**src/rtl/uart_pkg.sv**
```systemverilog
// Shared UART receive-path definitions: word layout of a buffered frame and
// the error-counter ceiling.
package uart_pkg;

    localparam int UART_DATA_W = 8;
    localparam int RX_WORD_W   = 10;
    localparam int RXW_FERR    = 9;
    localparam int RXW_PERR    = 8;

    localparam logic [7:0] ERR_CNT_MAX = 8'd255;

    typedef struct packed {
        logic                   ferror;
        logic                   perror;
        logic [UART_DATA_W-1:0] data;
    } rx_word_t;

    function automatic logic [RX_WORD_W-1:0] pack_rx_word(
        input logic [UART_DATA_W-1:0] data,
        input logic                   ferror,
        input logic                   perror
    );
        logic [RX_WORD_W-1:0] w;
        w                        = '0;
        w[UART_DATA_W-1:0]       = data;
        w[RXW_FERR]              = ferror;
        w[RXW_PERR]              = perror;
        return w;
    endfunction

endpackage

```
**src/rtl/uart_rx_buffer_if.sv**
```systemverilog
// Receiver-side and consumer-side signals of the UART receive buffer.
// slave is the buffer's own view; master is the surrounding logic's view.
interface uart_rx_buffer_if #(
    parameter int DEPTH = 8
);
    localparam int CNT_W = $clog2(DEPTH) + 1;

    logic             Rx_EN;
    logic [7:0]       Rx_DATA;
    logic             Rx_FERROR;
    logic             Rx_PERROR;
    logic             Rx_VALID;

    logic             Buf_READY;
    logic [7:0]       Buf_DATA;
    logic             Buf_FERROR;
    logic             Buf_PERROR;
    logic             Buf_VALID;
    logic [CNT_W-1:0] Buf_COUNT;
    logic             Buf_FULL;
    logic             Buf_EMPTY;

    logic             Ovf_CLR;
    logic             Buf_OVERFLOW;
    logic [7:0]       Err_CNT;

    modport master (
        output Rx_EN, Rx_DATA, Rx_FERROR, Rx_PERROR, Rx_VALID, Buf_READY, Ovf_CLR,
        input  Buf_DATA, Buf_FERROR, Buf_PERROR, Buf_VALID, Buf_COUNT,
               Buf_FULL, Buf_EMPTY, Buf_OVERFLOW, Err_CNT
    );

    modport slave (
        input  Rx_EN, Rx_DATA, Rx_FERROR, Rx_PERROR, Rx_VALID, Buf_READY, Ovf_CLR,
        output Buf_DATA, Buf_FERROR, Buf_PERROR, Buf_VALID, Buf_COUNT,
               Buf_FULL, Buf_EMPTY, Buf_OVERFLOW, Err_CNT
    );

endinterface

```
**src/rtl/uart_fifo_mem.sv**
```systemverilog
// DEPTH x WIDTH register array: one synchronous write port, one asynchronous
// read port so the FIFO head is visible in the same cycle the pointer moves.
module uart_fifo_mem
    import uart_pkg::*;
#(
    parameter int DEPTH = 8,
    parameter int WIDTH = RX_WORD_W
) (
    input  logic                     clk,
    input  logic                     we,
    input  logic [$clog2(DEPTH)-1:0] waddr,
    input  logic [WIDTH-1:0]         wdata,
    input  logic [$clog2(DEPTH)-1:0] raddr,
    output logic [WIDTH-1:0]         rdata
);

    logic [WIDTH-1:0] mem [DEPTH];

    // NOTE: the array has no reset; the owner's count says which slots are live.
    always_ff @(posedge clk) begin
        if (we) begin
            mem[waddr] <= wdata;
        end
    end

    assign rdata = mem[raddr];

endmodule

```
**src/rtl/uart_rx_buffer.sv**
```systemverilog
// Captures each new frame from the UART receiver into a circular FIFO and
// presents it first-word-fall-through, with overflow and dropped-error status.
module uart_rx_buffer
    import uart_pkg::*;
#(
    parameter int DEPTH       = 8,
    parameter bit DROP_ERRORS = 1'b0
) (
    input  logic             clk,
    input  logic             reset,
    uart_rx_buffer_if.slave  bus
);

    localparam int               AW       = $clog2(DEPTH);
    localparam int               CNT_W    = AW + 1;
    localparam logic [CNT_W-1:0] FULL_CNT = CNT_W'(DEPTH);

    logic                 vld_q;
    logic [AW-1:0]        wr_ptr;
    logic [AW-1:0]        rd_ptr;
    logic [CNT_W-1:0]     count;
    logic [CNT_W-1:0]     count_next;
    logic                 overflow;
    logic [7:0]           err_cnt;

    logic                 new_frame;
    logic                 frame_bad;
    logic                 push_req;
    logic                 push_acc;
    logic                 pop;
    logic                 full;
    logic                 empty;
    logic                 ovf_set;
    logic                 err_inc;
    logic [RX_WORD_W-1:0] wr_word;
    logic [RX_WORD_W-1:0] rd_word;
    rx_word_t             head;

    // NOTE: every signal driven here gets a default first, so no latch can form.
    always_comb begin
        new_frame = bus.Rx_VALID & ~vld_q & bus.Rx_EN;
        frame_bad = DROP_ERRORS & (bus.Rx_FERROR | bus.Rx_PERROR);
        push_req  = new_frame & ~frame_bad;
        full      = (count == FULL_CNT);
        empty     = (count == '0);
        pop       = ~empty & bus.Buf_READY;
        push_acc  = push_req & (~full | pop);
        ovf_set   = push_req & full & ~pop;
        err_inc   = new_frame & frame_bad & (err_cnt != ERR_CNT_MAX);

        count_next = count;
        unique case ({push_acc, pop})
            2'b10:   count_next = count + 1'b1;
            2'b01:   count_next = count - 1'b1;
            default: count_next = count;
        endcase
    end

    assign wr_word = pack_rx_word(bus.Rx_DATA, bus.Rx_FERROR, bus.Rx_PERROR);

    // NOTE: state registers use non-blocking assignments so every flop samples pre-edge values.
    always_ff @(posedge clk) begin
        if (reset) begin
            // vld_q comes up high so a level already asserted at release is not a new frame.
            vld_q    <= 1'b1;
            wr_ptr   <= '0;
            rd_ptr   <= '0;
            count    <= '0;
            overflow <= 1'b0;
            err_cnt  <= '0;
        end else begin
            vld_q <= bus.Rx_VALID;
            count <= count_next;
            if (push_acc) begin
                wr_ptr <= wr_ptr + 1'b1;
            end
            if (pop) begin
                rd_ptr <= rd_ptr + 1'b1;
            end
            // A fresh overflow in the same cycle as a clear must stay visible.
            if (ovf_set) begin
                overflow <= 1'b1;
            end else if (bus.Ovf_CLR) begin
                overflow <= 1'b0;
            end
            if (err_inc) begin
                err_cnt <= err_cnt + 8'd1;
            end
        end
    end

    uart_fifo_mem #(
        .DEPTH (DEPTH),
        .WIDTH (RX_WORD_W)
    ) u_mem (
        .clk   (clk),
        .we    (push_acc),
        .waddr (wr_ptr),
        .wdata (wr_word),
        .raddr (rd_ptr),
        .rdata (rd_word)
    );

    assign head = rx_word_t'(rd_word);

    assign bus.Buf_DATA     = head.data;
    assign bus.Buf_FERROR   = head.ferror;
    assign bus.Buf_PERROR   = head.perror;
    assign bus.Buf_VALID    = ~empty;
    assign bus.Buf_COUNT    = count;
    assign bus.Buf_FULL     = full;
    assign bus.Buf_EMPTY    = empty;
    assign bus.Buf_OVERFLOW = overflow;
    assign bus.Err_CNT      = err_cnt;

    a_count_range : assert property (@(posedge clk) disable iff (reset) count <= FULL_CNT);
    a_no_pop_empty : assert property (@(posedge clk) disable iff (reset) !(pop && empty));

endmodule

```
**src/flat_wrapper.sv**
```systemverilog
// flat-port wrapper written by rule: the top's interface ports become plain ports
module uart_rx_buffer_flat import uart_pkg::*;
#(
    parameter int DEPTH       = 8,
    parameter bit DROP_ERRORS = 1'b0
)
  (clk, reset, bus_Rx_EN, bus_Rx_DATA, bus_Rx_FERROR, bus_Rx_PERROR, bus_Rx_VALID, bus_Buf_READY, bus_Ovf_CLR, bus_Buf_DATA, bus_Buf_FERROR, bus_Buf_PERROR, bus_Buf_VALID, bus_Buf_COUNT, bus_Buf_FULL, bus_Buf_EMPTY, bus_Buf_OVERFLOW, bus_Err_CNT);
  uart_rx_buffer_if #(.DEPTH(DEPTH)) bus_i ();
  input  logic clk;
  input  logic reset;
  input wire logic [$bits(bus_i.Rx_EN)-1:0] bus_Rx_EN;
  input wire logic [$bits(bus_i.Rx_DATA)-1:0] bus_Rx_DATA;
  input wire logic [$bits(bus_i.Rx_FERROR)-1:0] bus_Rx_FERROR;
  input wire logic [$bits(bus_i.Rx_PERROR)-1:0] bus_Rx_PERROR;
  input wire logic [$bits(bus_i.Rx_VALID)-1:0] bus_Rx_VALID;
  input wire logic [$bits(bus_i.Buf_READY)-1:0] bus_Buf_READY;
  input wire logic [$bits(bus_i.Ovf_CLR)-1:0] bus_Ovf_CLR;
  output wire logic [$bits(bus_i.Buf_DATA)-1:0] bus_Buf_DATA;
  output wire logic [$bits(bus_i.Buf_FERROR)-1:0] bus_Buf_FERROR;
  output wire logic [$bits(bus_i.Buf_PERROR)-1:0] bus_Buf_PERROR;
  output wire logic [$bits(bus_i.Buf_VALID)-1:0] bus_Buf_VALID;
  output wire logic [$bits(bus_i.Buf_COUNT)-1:0] bus_Buf_COUNT;
  output wire logic [$bits(bus_i.Buf_FULL)-1:0] bus_Buf_FULL;
  output wire logic [$bits(bus_i.Buf_EMPTY)-1:0] bus_Buf_EMPTY;
  output wire logic [$bits(bus_i.Buf_OVERFLOW)-1:0] bus_Buf_OVERFLOW;
  output wire logic [$bits(bus_i.Err_CNT)-1:0] bus_Err_CNT;
  assign bus_i.Rx_EN = bus_Rx_EN;
  assign bus_i.Rx_DATA = bus_Rx_DATA;
  assign bus_i.Rx_FERROR = bus_Rx_FERROR;
  assign bus_i.Rx_PERROR = bus_Rx_PERROR;
  assign bus_i.Rx_VALID = bus_Rx_VALID;
  assign bus_i.Buf_READY = bus_Buf_READY;
  assign bus_i.Ovf_CLR = bus_Ovf_CLR;
  assign bus_Buf_DATA = bus_i.Buf_DATA;
  assign bus_Buf_FERROR = bus_i.Buf_FERROR;
  assign bus_Buf_PERROR = bus_i.Buf_PERROR;
  assign bus_Buf_VALID = bus_i.Buf_VALID;
  assign bus_Buf_COUNT = bus_i.Buf_COUNT;
  assign bus_Buf_FULL = bus_i.Buf_FULL;
  assign bus_Buf_EMPTY = bus_i.Buf_EMPTY;
  assign bus_Buf_OVERFLOW = bus_i.Buf_OVERFLOW;
  assign bus_Err_CNT = bus_i.Err_CNT;
  uart_rx_buffer #(.DEPTH(DEPTH), .DROP_ERRORS(DROP_ERRORS)) u_core (.clk(clk), .reset(reset), .bus(bus_i));
endmodule
```
**config.mk**
```make
export PLATFORM = sky130hd
export DESIGN_NAME = uart_rx_buffer_flat
export DESIGN_NICKNAME = d
export VERILOG_FILES = /design/src/rtl/uart_pkg.sv /design/src/rtl/uart_rx_buffer_if.sv /design/src/rtl/uart_fifo_mem.sv /design/src/rtl/uart_rx_buffer.sv /design/src/flat_wrapper.sv
export SDC_FILE = /design/constraint.sdc
export NUM_CORES = 1
export LEC_CHECK = 0
export ABC_AREA = 1
export CORE_MARGIN = 1.5
export CORE_UTILIZATION = 50
export DETAILED_ROUTE_END_ITERATION = 7
export GPL_ROUTABILITY_DRIVEN = 0
export PLACE_DENSITY = 0.77
export SYNTH_ARGS = -nofsm -noshare
export SYNTH_HDL_FRONTEND = slang
export SYNTH_SLANG_ARGS = --single-unit
```
**constraint.sdc**
```tcl
create_clock -name clk -period 1.9 [get_ports clk]
set_clock_uncertainty 0.15 [all_clocks]
set_input_delay 0.57 -clock clk [delete_from_list [all_inputs] [get_ports clk]]
set_output_delay 0.57 -clock clk [all_outputs]
set_load 0.01 [all_outputs]
```
==> reports/metrics.yaml <==
cts:
  cts.sinks: 95
  cts_buffers: 9
  cts_root_buf: "clkbuf_8"
  clkTransAtPathRegs_ps: 90
  clkLatencyLatePin_ps: 360
  cts-htree-levels: 3
  cts_buffer_depth: 2
  cts_tree: "done"
critical_path:
  path_cells: "clkbuf_16, buf_8, mux2i_2, o22ai_1, nand2_1, nand2_1, buf_2"
  critPathArrivalTime_ps: 1650
  path_class: "register to output pin"
  worst_ep_required_time_ps: 1180
  slowest_stage: "dfxtp_4"
  cpPeakStageDelay_ps: 390
  critPathMaxFanout: 4
  crit_path_end_kind: "output pin"
  worst-path-buf-inv: 3
  regToRegSetupSlack_ps: 20
  critPathMostFrequentCell: "nand2_1"
  cp_top_family: "buffers and inverters"
  start_kind: "register"
hold_path:
  hp-class: "register to register"
sta:
  min_period_ps: 2365
  finalWorstSetupSlack_ps: -465.4
  setup_viol_count_final: 11
  rsz0062_at_grt: "yes"
  hold_viol: 0
  max_freq_mhz: 422.8
  fin_crit_sh_pct: 124.5
  slew_viol_final: 0
drt:
  viasPerCell: 5.343
  vias: 2848
  first_pass_iters: 5
  first_iter_violations: 217
  drc: 0
  antenna_left: 0
  wl_um: 9641
  wl_per_cell_um: 18.09
die:
  design.die.area_sq_um: 8463
  die_w_um: 92.00
  pin_count: 42
  rows: 32
  start_util_pct: 51.51
  die_height_um: 92.00
  design.core.area_sq_um: 7687
cells_and_area:
  drive_gt1_share_pct: 35.73
  area_growth_pct: 36.59
  final_cell_mix: "edfxtp_1 (80), nand2_1 (42), nor2_1 (40)"
  layout.nets: 448
  layout_commonest_cell: "edfxtp_1"
  final_cell_area_sq_um: 5409
  diodes: 0
status:
  failed_checks: "setup timing"
  status: "finished, violations left"
synthesis:
  ys_ff_latch: 95
  syn_inst: 340
  synth.avg_cell_area_sq_um: 11.65
  synth_area_leaders: "edfxtp_1 (61%), dfxtp_1 (7.6%), nor2_1 (4.8%), nand2_1 (4.6%), o21ai_1 (4.2%)"
  synth_top_cell_area_share_pct: 60.66
  ys_types: 30
  syn-cell-area_sq_um: 3960
  ys_warn_count: 0
  synth_top_area_cell: "edfxtp_1"
  ys_seq_area_share_pct: 68.25
place:
  dp_hpwl_um: 5658
  portBuffers: 33
  placed_cell_area_sq_um: 4753
global_routing:
  grt_overflow: 0
  grt_pass1_wl_um: 13940
  grt_max_degree: 39
  globalRouteTotalUtil_pct: 22.22
  grt_pass1_vias: 2782
  antenna_found_initial: 0
power:
  p_per_area_nw_per_um2: 1256
  leakagePower_nw: 2.054
  ir_drop_uv: 881.4
  power.total_mw: 6.792
flow_run:
  max_cap_viol_count: 0
[cells in the mapped netlist]
master / instances
a21oi_1: 8
a21oi_2: 1
buf_2: 2
buf_4: 9
clkbuf_1: 10
clkinv_1: 1
conb_1: 1
dfxtp_1: 15
edfxtp_1: 80
ha_1: 5
inv_1: 15
inv_2: 4
mux2i_1: 10
nand2_1: 49
nand2_4: 1
nand3_1: 4
nand3_2: 1
nand4_2: 1
nor2_1: 51
nor2_2: 6
nor2_8: 1
nor3_1: 1
nor4_2: 1
o21ai_0: 14
o21ai_1: 33
o22ai_1: 10
or2_2: 1
or2_4: 1
xnor2_1: 2
xor2_1: 2
[through the flow]
stage	hold slack [ps]	TNS (ps)	cells	setup WS, ps	utilization (%)
4_1_cts	323.4	-4058	527	-454.0	67.07
3_3_place_gp	310.5	-51680	505	-592.6	61.83
6_report	324.6	-4387	533	-465.4	70.36
2_1_floorplan	300.5	-5903	347	-96.68	-
5_1_grt	331.6	-5408	533	-569.1	70.36
3_5_place_dp	304.1	-54190	505	-643.4	61.83
[worst paths after layout]
kind / depth (start not counted) / from / to
worst max-delay path: 7 / register / bus_Buf_PERROR
worst min-delay path: 2 / u_core.bus.Buf_OVERFLOW$_SDFFE_PP0P_ / u_core.bus.Buf_OVERFLOW$_SDFFE_PP0P_
worst max register to register: 13 / u_core.bus.Buf_COUNT[0]$_SDFFE_PP0P_ / u_core.bus.Buf_COUNT[2]$_SDFFE_PP0P_
worst min register to register: 2 / u_core.bus.Buf_OVERFLOW$_SDFFE_PP0P_ / u_core.bus.Buf_OVERFLOW$_SDFFE_PP0P_
[area by class of cell]
type	count	area, sq um
clock buffers	9	123.9
clock inverters	6	116.4
fillers	514	2278
inverters	20	82.58
multi-input cells	211	1354
flip-flops and latches	95	2719
well taps	102	127.6
repair buffers	90	885.9
[sequential cells by signal, indices dropped and copies added (netlist names), named ones only]
name	count
u_core.u_mem.mem	80
u_core.bus.Buf_COUNT	4
u_core.rd_ptr	3
u_core.wr_ptr	3
u_core.bus.Buf_OVERFLOW	1
u_core.vld_q	1
[where the power goes]
group	leakage [nW]	switching [mW]	internal, mW
sequential	0.846	0.0963	2.36
combinational	1.09	1.40	1.34
clock	0.120	0.714	0.878
total	2.05	2.21	4.58
[layer usage]
layer	vias up	routed length (um)	track usage (%)
met3	20	694	4.892
met2	131	4949	36.67
met1	1347	3793	28.50
met5	-	0	0
li1	1350	-	-
met4	0	204	9.103
[worst reg2reg max path: stages, from the launching register on]
cell and delay, ps:
dfxtp_4 370, nor2_4 150, buf_6 120, nand4_4 70, nand2_4 100, ha_4 160
nand2_2 50, inv_2 80, nor2_4 50, ha_4 150, a21oi_2 100, xnor2_1 80
o21ai_1 110, inv_1 40
[kinds of logic (layout without fill, tap and decap cells)]
| kind of cell | Yosys count | in the layout | share of synthesized area, % |
|---|---|---|---|
| AND/OR/NAND/NOR | 118 | 118 | 13.11 |
| other | 1 | 8 | 0.09470 |
| AO/OA/AOI/OAI | 66 | 66 | 8.752 |
| buffers and inverters | 41 | 125 | 4.802 |
| multiplexers | 10 | 10 | 2.528 |
| XOR/XNOR | 4 | 4 | 0.8848 |
| flip-flops | 95 | 95 | 68.25 |
| adder cells (fa/ha/maj) | 5 | 5 | 1.580 |
[timing repair]
| action | CTS | global route |
|---|---|---|
| hold buffers | 0 | 0 |
| endpoints found under the setup margin | 102 | 34 |
| cloned | 3 | 2 |
| setup buffers | 5 | 5 |
| pin swaps | 18 | 40 |
| resized for setup | 108 | 54 |
Power figures use the tool's default switching activity.
